## config.mk

```make
export PLATFORM = sky130hd
export DESIGN_NAME = sdp_ram_be
export DESIGN_NICKNAME = d
export VERILOG_FILES = /design/src/rtl/sdp_ram_pkg.sv /design/src/rtl/sdp_ram_array.sv /design/src/rtl/sdp_ram_be.sv
export SDC_FILE = /design/constraint.sdc
export NUM_CORES = 1
export LEC_CHECK = 0
export CAP_MARGIN = 20
export CORE_ASPECT_RATIO = 0.6
export CORE_MARGIN = 5
export CORE_UTILIZATION = 40
export DETAILED_ROUTE_END_ITERATION = 7
export GPL_TIMING_DRIVEN = 0
export PLACE_DENSITY = 0.62
export SYNTH_ARGS = -nofsm -noshare
export SYNTH_HDL_FRONTEND = slang
export SYNTH_SLANG_ARGS = --single-unit
```

## constraint.sdc

```tcl
create_clock -name clk -period 5.2 [get_ports clk]
set_input_delay 1.56 -clock clk [delete_from_list [all_inputs] [get_ports clk]]
set_output_delay 1.56 -clock clk [all_outputs]
set_load 0.05 [all_outputs]
```

## src/rtl/sdp_ram_pkg.sv

```systemverilog
// Shared definitions for the byte-enabled simple dual-port RAM.
package sdp_ram_pkg;

  localparam int RD_FIRST = 0;
  localparam int WR_FIRST = 1;

  typedef enum logic {ST_CLEAR, ST_IDLE} state_t;

  function automatic int lanes(input int dataWidth, input int byteWidth);
    return dataWidth / byteWidth;
  endfunction

endpackage

```

## src/rtl/sdp_ram_array.sv

```systemverilog
// Storage only: byte-lane masked write port and a read-first registered read port.
module sdp_ram_array
  import sdp_ram_pkg::*;
#(
  parameter int DATA_WIDTH  = 8,
  parameter int ADDRS_WIDTH = 4,
  parameter int BYTE_WIDTH  = 8
) (
  input  logic                                    clk,
  input  logic                                    rst,
  input  logic                                    wrEn,
  input  logic [ADDRS_WIDTH-1:0]                  wrAddrs,
  input  logic [DATA_WIDTH-1:0]                   wrData,
  input  logic [lanes(DATA_WIDTH, BYTE_WIDTH)-1:0] wrBe,
  input  logic                                    rdEn,
  input  logic [ADDRS_WIDTH-1:0]                  rdAddrs,
  output logic [DATA_WIDTH-1:0]                   rdData
);

  localparam int LANES = lanes(DATA_WIDTH, BYTE_WIDTH);
  localparam int DEPTH = 2 ** ADDRS_WIDTH;

  logic [DATA_WIDTH-1:0] mem [DEPTH];

  always_ff @(posedge clk) begin
    if (wrEn) begin
      for (int i = 0; i < LANES; i++) begin
        if (wrBe[i]) mem[wrAddrs][i*BYTE_WIDTH +: BYTE_WIDTH] <= wrData[i*BYTE_WIDTH +: BYTE_WIDTH];
      end
    end
  end

  // Only the read register is reset, so a reset also zeroes the visible output.
  always_ff @(posedge clk) begin
    if (rst)       rdData <= '0;
    else if (rdEn) rdData <= mem[rdAddrs];
  end

endmodule

```

## src/rtl/sdp_ram_be.sv

```systemverilog
// Single-clock SDP RAM with byte enables, collision mode, optional output stage
// and a reset-triggered clear engine.
//   state    | meaning
//   ST_CLEAR | writing CLEAR_VALUE to address cnt each cycle, user traffic ignored
//   ST_IDLE  | ready, user reads and writes accepted
module sdp_ram_be
  import sdp_ram_pkg::*;
#(
  parameter int                    DATA_WIDTH     = 8,
  parameter int                    ADDRS_WIDTH    = 4,
  parameter int                    BYTE_WIDTH     = 8,
  parameter int                    RD_MODE        = RD_FIRST,
  parameter int                    OUT_REG        = 0,
  parameter int                    CLEAR_ON_RESET = 1,
  parameter logic [DATA_WIDTH-1:0] CLEAR_VALUE    = '0
) (
  input  logic                                    clk,
  input  logic                                    rst,
  input  logic [DATA_WIDTH-1:0]                   dataA,
  input  logic [ADDRS_WIDTH-1:0]                  addrsA,
  input  logic                                    wrnA,
  input  logic [lanes(DATA_WIDTH, BYTE_WIDTH)-1:0] beA,
  input  logic [ADDRS_WIDTH-1:0]                  addrsB,
  input  logic                                    rdnB,
  output logic [DATA_WIDTH-1:0]                   dataB,
  output logic                                    validB,
  output logic                                    ready
);

  localparam int                     LANES      = lanes(DATA_WIDTH, BYTE_WIDTH);
  localparam logic [ADDRS_WIDTH-1:0] LAST_ADDRS = '1;

  state_t                  state, stateNext;
  logic [ADDRS_WIDTH-1:0]  cnt;
  logic                    clearing;
  logic                    wrFire, rdFire;
  logic                    memWrEn;
  logic [ADDRS_WIDTH-1:0]  memAddrs;
  logic [DATA_WIDTH-1:0]   memData;
  logic [LANES-1:0]        memBe;
  logic [DATA_WIDTH-1:0]   rdData;
  logic                    colHitQ;
  logic [DATA_WIDTH-1:0]   colDataQ;
  logic [LANES-1:0]        colBeQ;
  logic                    validQ1;
  logic [DATA_WIDTH-1:0]   stage1Data;

  always_ff @(posedge clk) begin
    if (rst) begin
      state <= (CLEAR_ON_RESET != 0) ? ST_CLEAR : ST_IDLE;
      cnt   <= '0;
      ready <= 1'b0;
    end else begin
      state <= stateNext;
      ready <= (stateNext == ST_IDLE);
      if (state == ST_CLEAR) cnt <= cnt + ADDRS_WIDTH'(1);
    end
  end

  always_comb begin
    stateNext = state;
    clearing  = 1'b0;
    case (state)
      ST_CLEAR: begin
        clearing = 1'b1;
        if (cnt == LAST_ADDRS) stateNext = ST_IDLE;
      end
      ST_IDLE: stateNext = ST_IDLE;
      default: stateNext = ST_IDLE;
    endcase
  end

  // ready is only high in ST_IDLE, so user traffic never competes with the clear.
  assign wrFire   = ready & wrnA & (|beA) & ~rst;
  assign rdFire   = ready & rdnB & ~rst;
  assign memWrEn  = (clearing & ~rst) | wrFire;
  assign memAddrs = clearing ? cnt : addrsA;
  assign memData  = clearing ? CLEAR_VALUE : dataA;
  assign memBe    = clearing ? '1 : beA;

  sdp_ram_array #(
    .DATA_WIDTH (DATA_WIDTH),
    .ADDRS_WIDTH(ADDRS_WIDTH),
    .BYTE_WIDTH (BYTE_WIDTH)
  ) uArray (
    .clk    (clk),
    .rst    (rst),
    .wrEn   (memWrEn),
    .wrAddrs(memAddrs),
    .wrData (memData),
    .wrBe   (memBe),
    .rdEn   (rdFire),
    .rdAddrs(addrsB),
    .rdData (rdData)
  );

  always_ff @(posedge clk) begin
    if (rst) begin
      validQ1  <= 1'b0;
      colHitQ  <= 1'b0;
      colDataQ <= '0;
      colBeQ   <= '0;
    end else begin
      validQ1 <= rdFire;
      if (rdFire) begin
        colHitQ  <= (RD_MODE == WR_FIRST) && wrFire && (addrsA == addrsB);
        colDataQ <= dataA;
        colBeQ   <= beA;
      end
    end
  end

  // Write-first bypass: overlay the lanes written in the read cycle onto the old word.
  always_comb begin
    stage1Data = rdData;
    if (colHitQ) begin
      for (int i = 0; i < LANES; i++) begin
        if (colBeQ[i]) stage1Data[i*BYTE_WIDTH +: BYTE_WIDTH] = colDataQ[i*BYTE_WIDTH +: BYTE_WIDTH];
      end
    end
  end

  if (OUT_REG != 0) begin : gOutReg
    logic [DATA_WIDTH-1:0] dataQ2;
    logic                  validQ2;

    always_ff @(posedge clk) begin
      if (rst) begin
        dataQ2  <= '0;
        validQ2 <= 1'b0;
      end else begin
        validQ2 <= validQ1;
        if (validQ1) dataQ2 <= stage1Data;
      end
    end

    assign dataB  = dataQ2;
    assign validB = validQ2;
  end else begin : gNoOutReg
    assign dataB  = stage1Data;
    assign validB = validQ1;
  end

endmodule
```

## Word-level counts from Yosys, hierarchy flattened

Memory sizes are Yosys's and may differ from the RTL's. A register that Yosys moved wholly into a read port is not among the register bits.
Index checks and enable logic that the tools add are counted.

- Register bits: 6
- Output and inout port bits: 10
- Input bits: 21
- Memories kept: 1
- Logic and storage cells: 24
- Bits in writable memories: 128

- Bitwise gates (word level): 9
- Equality and inequality tests: 1
- Mux-type cells: 9
- Add/subtract/negate cells: 1

Memories:

| memory | words | width | rd ports | clocked after Yosys merged registers in | write ports | line | RTL |
|---|---|---|---|---|---|---|---|
| uArray.mem | 16 | 8 | 1 | 1 | 1 | sdp_ram_array.sv:23 | `logic [DATA_WIDTH-1:0] mem [DEPTH];` |

Operators by type and width:

| cell | number |
|---|---|
| two-way mux 8 bit | 1 |
| bitwise AND 1 bit | 6 |
| two-way mux 1 bit | 6 |
| adder 4 x 1 -> 4 bit, second input constant | 1 |
| equality test 4 bit, second input constant | 1 |
| two-way mux 4 bit | 1 |
| NOT 1 bit | 2 |
| one-hot mux 1 bit (2 select lines) | 1 |
| OR 1 bit | 1 |

## Depth between registers and ports, before layout

Gate-level depths: netlist of run 1.

- Word-level depth: 6
- Gate-level depth with buffers: 6
- Depth with buffers taken out: 4

## Cells and area by module

Synthesis of run 1 repeated with hierarchy kept, for this count alone.

- Cells, all modules: 356
- Area, all modules: 5,726.7 um^2

Modules (own cells, without submodules):

| module | sequential area each (um^2) | times used | cells an instance | area each (um^2) |
|---|---|---|---|---|
| sdp_ram_array | 4,003.8 | 1 | 318 | 5,347.6 |
| sdp_ram_be | 120.1 | 1 | 38 | 379.1 |

## Least setup slack after synthesis of run 1

No wires, ideal clock.

- Kind: input to register
- From: input rst
- To: memory uArray.mem[5][0], enable pin
- Stages on the path: 4
- Required time: 4,830 ps
- Buffers on the path: 1
- Path slack: 2,472 ps
- Arrival time: 2,358 ps
- Setup time: 370 ps
- Cell sequence: buf_2 inv_1 o211ai_1 nor2_1

- Longest elaborated chain between the ends: 5
- Elaborated cells between the ends (all ways): 6
- Those cells by class: mux (2); bitwise (4)

Ends and longest elaborated chain:

| element | line | RTL |
|---|---|---|
| from (decl) | sdp_ram_be.sv:18 | `input logic rst,` |
| NOT 1 bit * | sdp_ram_be.sv:74, sdp_ram_be.sv:76 |  |
| bitwise AND 1 bit, on equally long branches | sdp_ram_be.sv:76, sdp_ram_be.sv:74 |  |
| OR 1 bit * | sdp_ram_be.sv:76 | `assign memWrEn = (clearing & ~rst) \| wrFire;` |
| two-way mux 1 bit * | sdp_ram_array.sv:26 | `if (wrEn) begin` |
| two-way mux 1 bit (not written as such) * | sdp_ram_array.sv:28 | `if (wrBe[i]) mem[wrAddrs][i*BYTE_WIDTH +: BYTE_WIDTH] <= wrData[i*BYTE_WIDTH +: BYTE_WIDTH];` |
| to (decl) | sdp_ram_array.sv:23 |  |

Every way passes the cells marked *; elsewhere a longest branch is shown, timed or not.

==> results.txt, run 1 <==
Status - completed
Clock buffer count from CTS - 17
Port Buffers - 28
Core area - 0.0137 mm²
Clock Path Buffers - 2
Most frequent cells in the layout - 128 x edfxtp_1, 30 x mux4_2, 28 x clkdlybuf4s50_1
Mapped cell area - 0.00557 mm²
Share of post-route cells with drive strength above 1 - 21.0%
Synth unique cells - 33
Hold Vio Cnt, Final - 0
Crit path arrival time - 3.47 ns
Largest net degree at the start of global routing - 17
Routability Congestion - 0.740
Hold_ws - 0.483 ns
Hold buffer count at CTS - 0
Die Area - 0.0165 mm²
Synth area leaders - edfxtp_1 69%, mux4_2 12%, dfxtp_1 5.0%
Reg2reg path depth - 5
Worst Max-Slew Pin Slew - 0.914 ns
Starting DRT DRC Count - 254
Pwr/cell area - 368 mW/mm²
Startpoint types - input port
Yosys top cell area share - 69.0%
Initial antenna violation count - 0
Sequential-to-total area share from yosys stat - 74.1%
Min Tclk post-route - 3.18 ns
FF-to-FF setup slack - 2.98 ns
Type of the worst setup path - in -> reg
Critical path's slowest cell - clkdlybuf4s50_1
Worst-Skew Late Latency - 0.42 ns
Synth Warn # - 0
Lkg Pwr - 0.00223 µW
Setup Skew - 0.00694 ns
1st-pass router iterations - 4
Total Wirelength - 11700 µm
Dpl hpwl - 7820 µm
Synth Area per Inst - 19.4 µm²
Slew margin rel. - 38.8%
Avg WL per Cell - 21.6 µm
Setup TNS - 0 ns
Yosys top cell by area - edfxtp_1
Delay of the slowest critical-path stage - 0.60 ns
Syn Inst Count - 287
Hold wc startpoint - state$_SDFF_PP0_
Final nets - 356
Vias/cell - 5.39
Commonest non-fill, non-tap cell in the layout - edfxtp_1
Max_cap viols - 0
Req. time, crit path - 5.49 ns
FMAX - 314 MHz
N_diodes - 0
Syn Nets - 309
TritonCTS clock tree - yes
WHS Endpoint - validB$_SDFF_PP0_
First-pass GRT wire length - 17700 µm
Vias in the first global route - 2871
Setup violators final - 0
RSZ-0062 raised after global routing - false
Post-CTS setup repair buffer count - 0
Worst vdd ir - 202 µV
Final Cycle Share - 61.2%
Area Growth Syn to Fin - 18.9%
Hold path cells - 2
H-tree lvl count - 4
Chip Width - 162 µm
CTS sink count - 142
# IOs - 31
CTS clk-pin slew, worst paths - 0.06 ns
Via count - 2905
Final slew viol count - 0
Final instance area - 0.00662 mm²
FF+latch count, synth - 142
Hold Crit Class - reg -> reg
Drt drc - 0
Reg2reg start - state$_SDFF_PP0_
Antenna Nets Post-Route - 0
# rows - 33
Total gr overflow - 0
Critical-path maximum fanout - 10
Worst setup EP type - flip-flop
R2r endpoint - uArray.mem[5][4]$_DFFE_PP_
GRT Total Usage - 15.2%
Critical-path cell list - clkdlybuf4s50_1 > buf_4 > mux4_2 > mux2i_1 > o211ai_1
Area post-placement - 0.00609 mm²
Initial Utilization - 40.7%
Clk root buf - clkbuf_16
Die Height - 101 µm
Post-CTS Resized - 0
critical path: cells and delay by family:
| family | cells | cell delay (ns) |
|---|---|---|
| buffers and inverters | 2 | 0.90 |
| AO/OA/AOI/OAI | 1 | 0.12 |
| multiplexers | 2 | 0.87 |
power breakdown:
part	internal (µW)	switching (µW)	total, µW	leakage, µW
sequential	1240	5.59	1250	0.00137
clock	631	455	1090	0.000259
combinational	48.6	54.2	103	0.000601
total	1920	515	2440	0.00223
per-stage QoR:
step / std cells / utilization, % / setup slack, ns / power [µW]
finish: 539 / 48.4 / 2.02 / 2440
global route: 539 / 48.4 / 1.94 / 2520
CTS: 539 / 48.4 / 2.02 / 2460
detailed placement: 507 / 44.6 / 1.59 / 1380
global placement: 507 / 44.6 / 1.60 / 1370
floorplan: 287 / - / 2.47 / 1330
worst max path at each step:
stage / start / end / cells after the start
floorplan: rst / uArray.mem[5][0]$_DFFE_PP_ / 4
global placement: addrsB[0] / uArray.rdData[3]$_SDFFE_PP0P_ / 5
detailed placement: addrsB[0] / uArray.rdData[3]$_SDFFE_PP0P_ / 5
CTS: uArray.rdData[1]$_SDFFE_PP0P_ / dataB[1] / 1
global route: addrsB[0] / uArray.rdData[0]$_SDFFE_PP0P_ / 5
finish: addrsB[0] / uArray.rdData[3]$_SDFFE_PP0P_ / 5
flip-flops by register name, indices dropped and copies added, names as in the netlist:
name / flops
validB: 1
state: 1
cnt: 4
uArray.rdData: 8
uArray.mem: 128
layer usage:
metal  vias to the layer above  global-route usage [%]  share of wire (%)  wire (µm)
li1                       1276                       -                  -          -
met1                      1518                    23.0                 49       5710
met2                       103                    21.1                 43       5050
met3                         8                    4.80                7.1        822
met4                         0                    4.48               0.58         68
met5                         -                       0                  0          0
cell families (layout without fill, tap and decap cells):
family                     count (synthesis)  after routing  synth area share (%)
AOI/OAI and AO/OA                         26             26                  3.62
xor gates and xnor gates                   3              3                 0.472
adders and majority gates                  1              1                 0.225
buffers and inverters                     20             80                  1.86
DFF                                      142            142                  74.1
muxes                                     43             43                  15.1
and+or+nand+nor                           52             52                  4.70
cell usage after synthesis, drive strengths merged:
library cell  count
buf              11
nor2             25
mux4             32
nand2             2
or3               1
nor2b             2
xor2              2
and3b             1
and2              8
a21oi             2
a31oi             2
ha                1
nand3             8
dfxtp            14
mux2              1
o211ai           12
nor3              1
inv               4
nand4b            1
and4              1
edfxtp          128
a32oi             9
and4b             2
o32a              1
clkbuf            5
xnor2             1
mux2i            10
final cells by class:
class	count	area [µm²]
buffer	16	88.8
sequential	142	4120
inverter	4	15.0
tap	192	240
fill	1130	7050
multi-input combinational	125	1340
timing repair buffer	28	280
clock buffer	21	460
clock inverter	11	70.1
Note: power is estimated with default switching activity, not from simulation.
==> run 2, diff against run 1 <==
- clock period: 5.2 -> 3.1 ns (I/O delays scaled with it)
==> results of run 2 <==
Same layout as run 1 (identical final DEF). Status: completed.
Main changes from that run: setup slack after placement 1.59 ns -> 0.117 ns; setup slack after layout 2.02 ns -> 0.548 ns; register-to-register setup slack 2.98 ns -> 0.88 ns; total power 2440 µW -> 4090 µW; worst IR drop on VDD 202 µV -> 339 µV
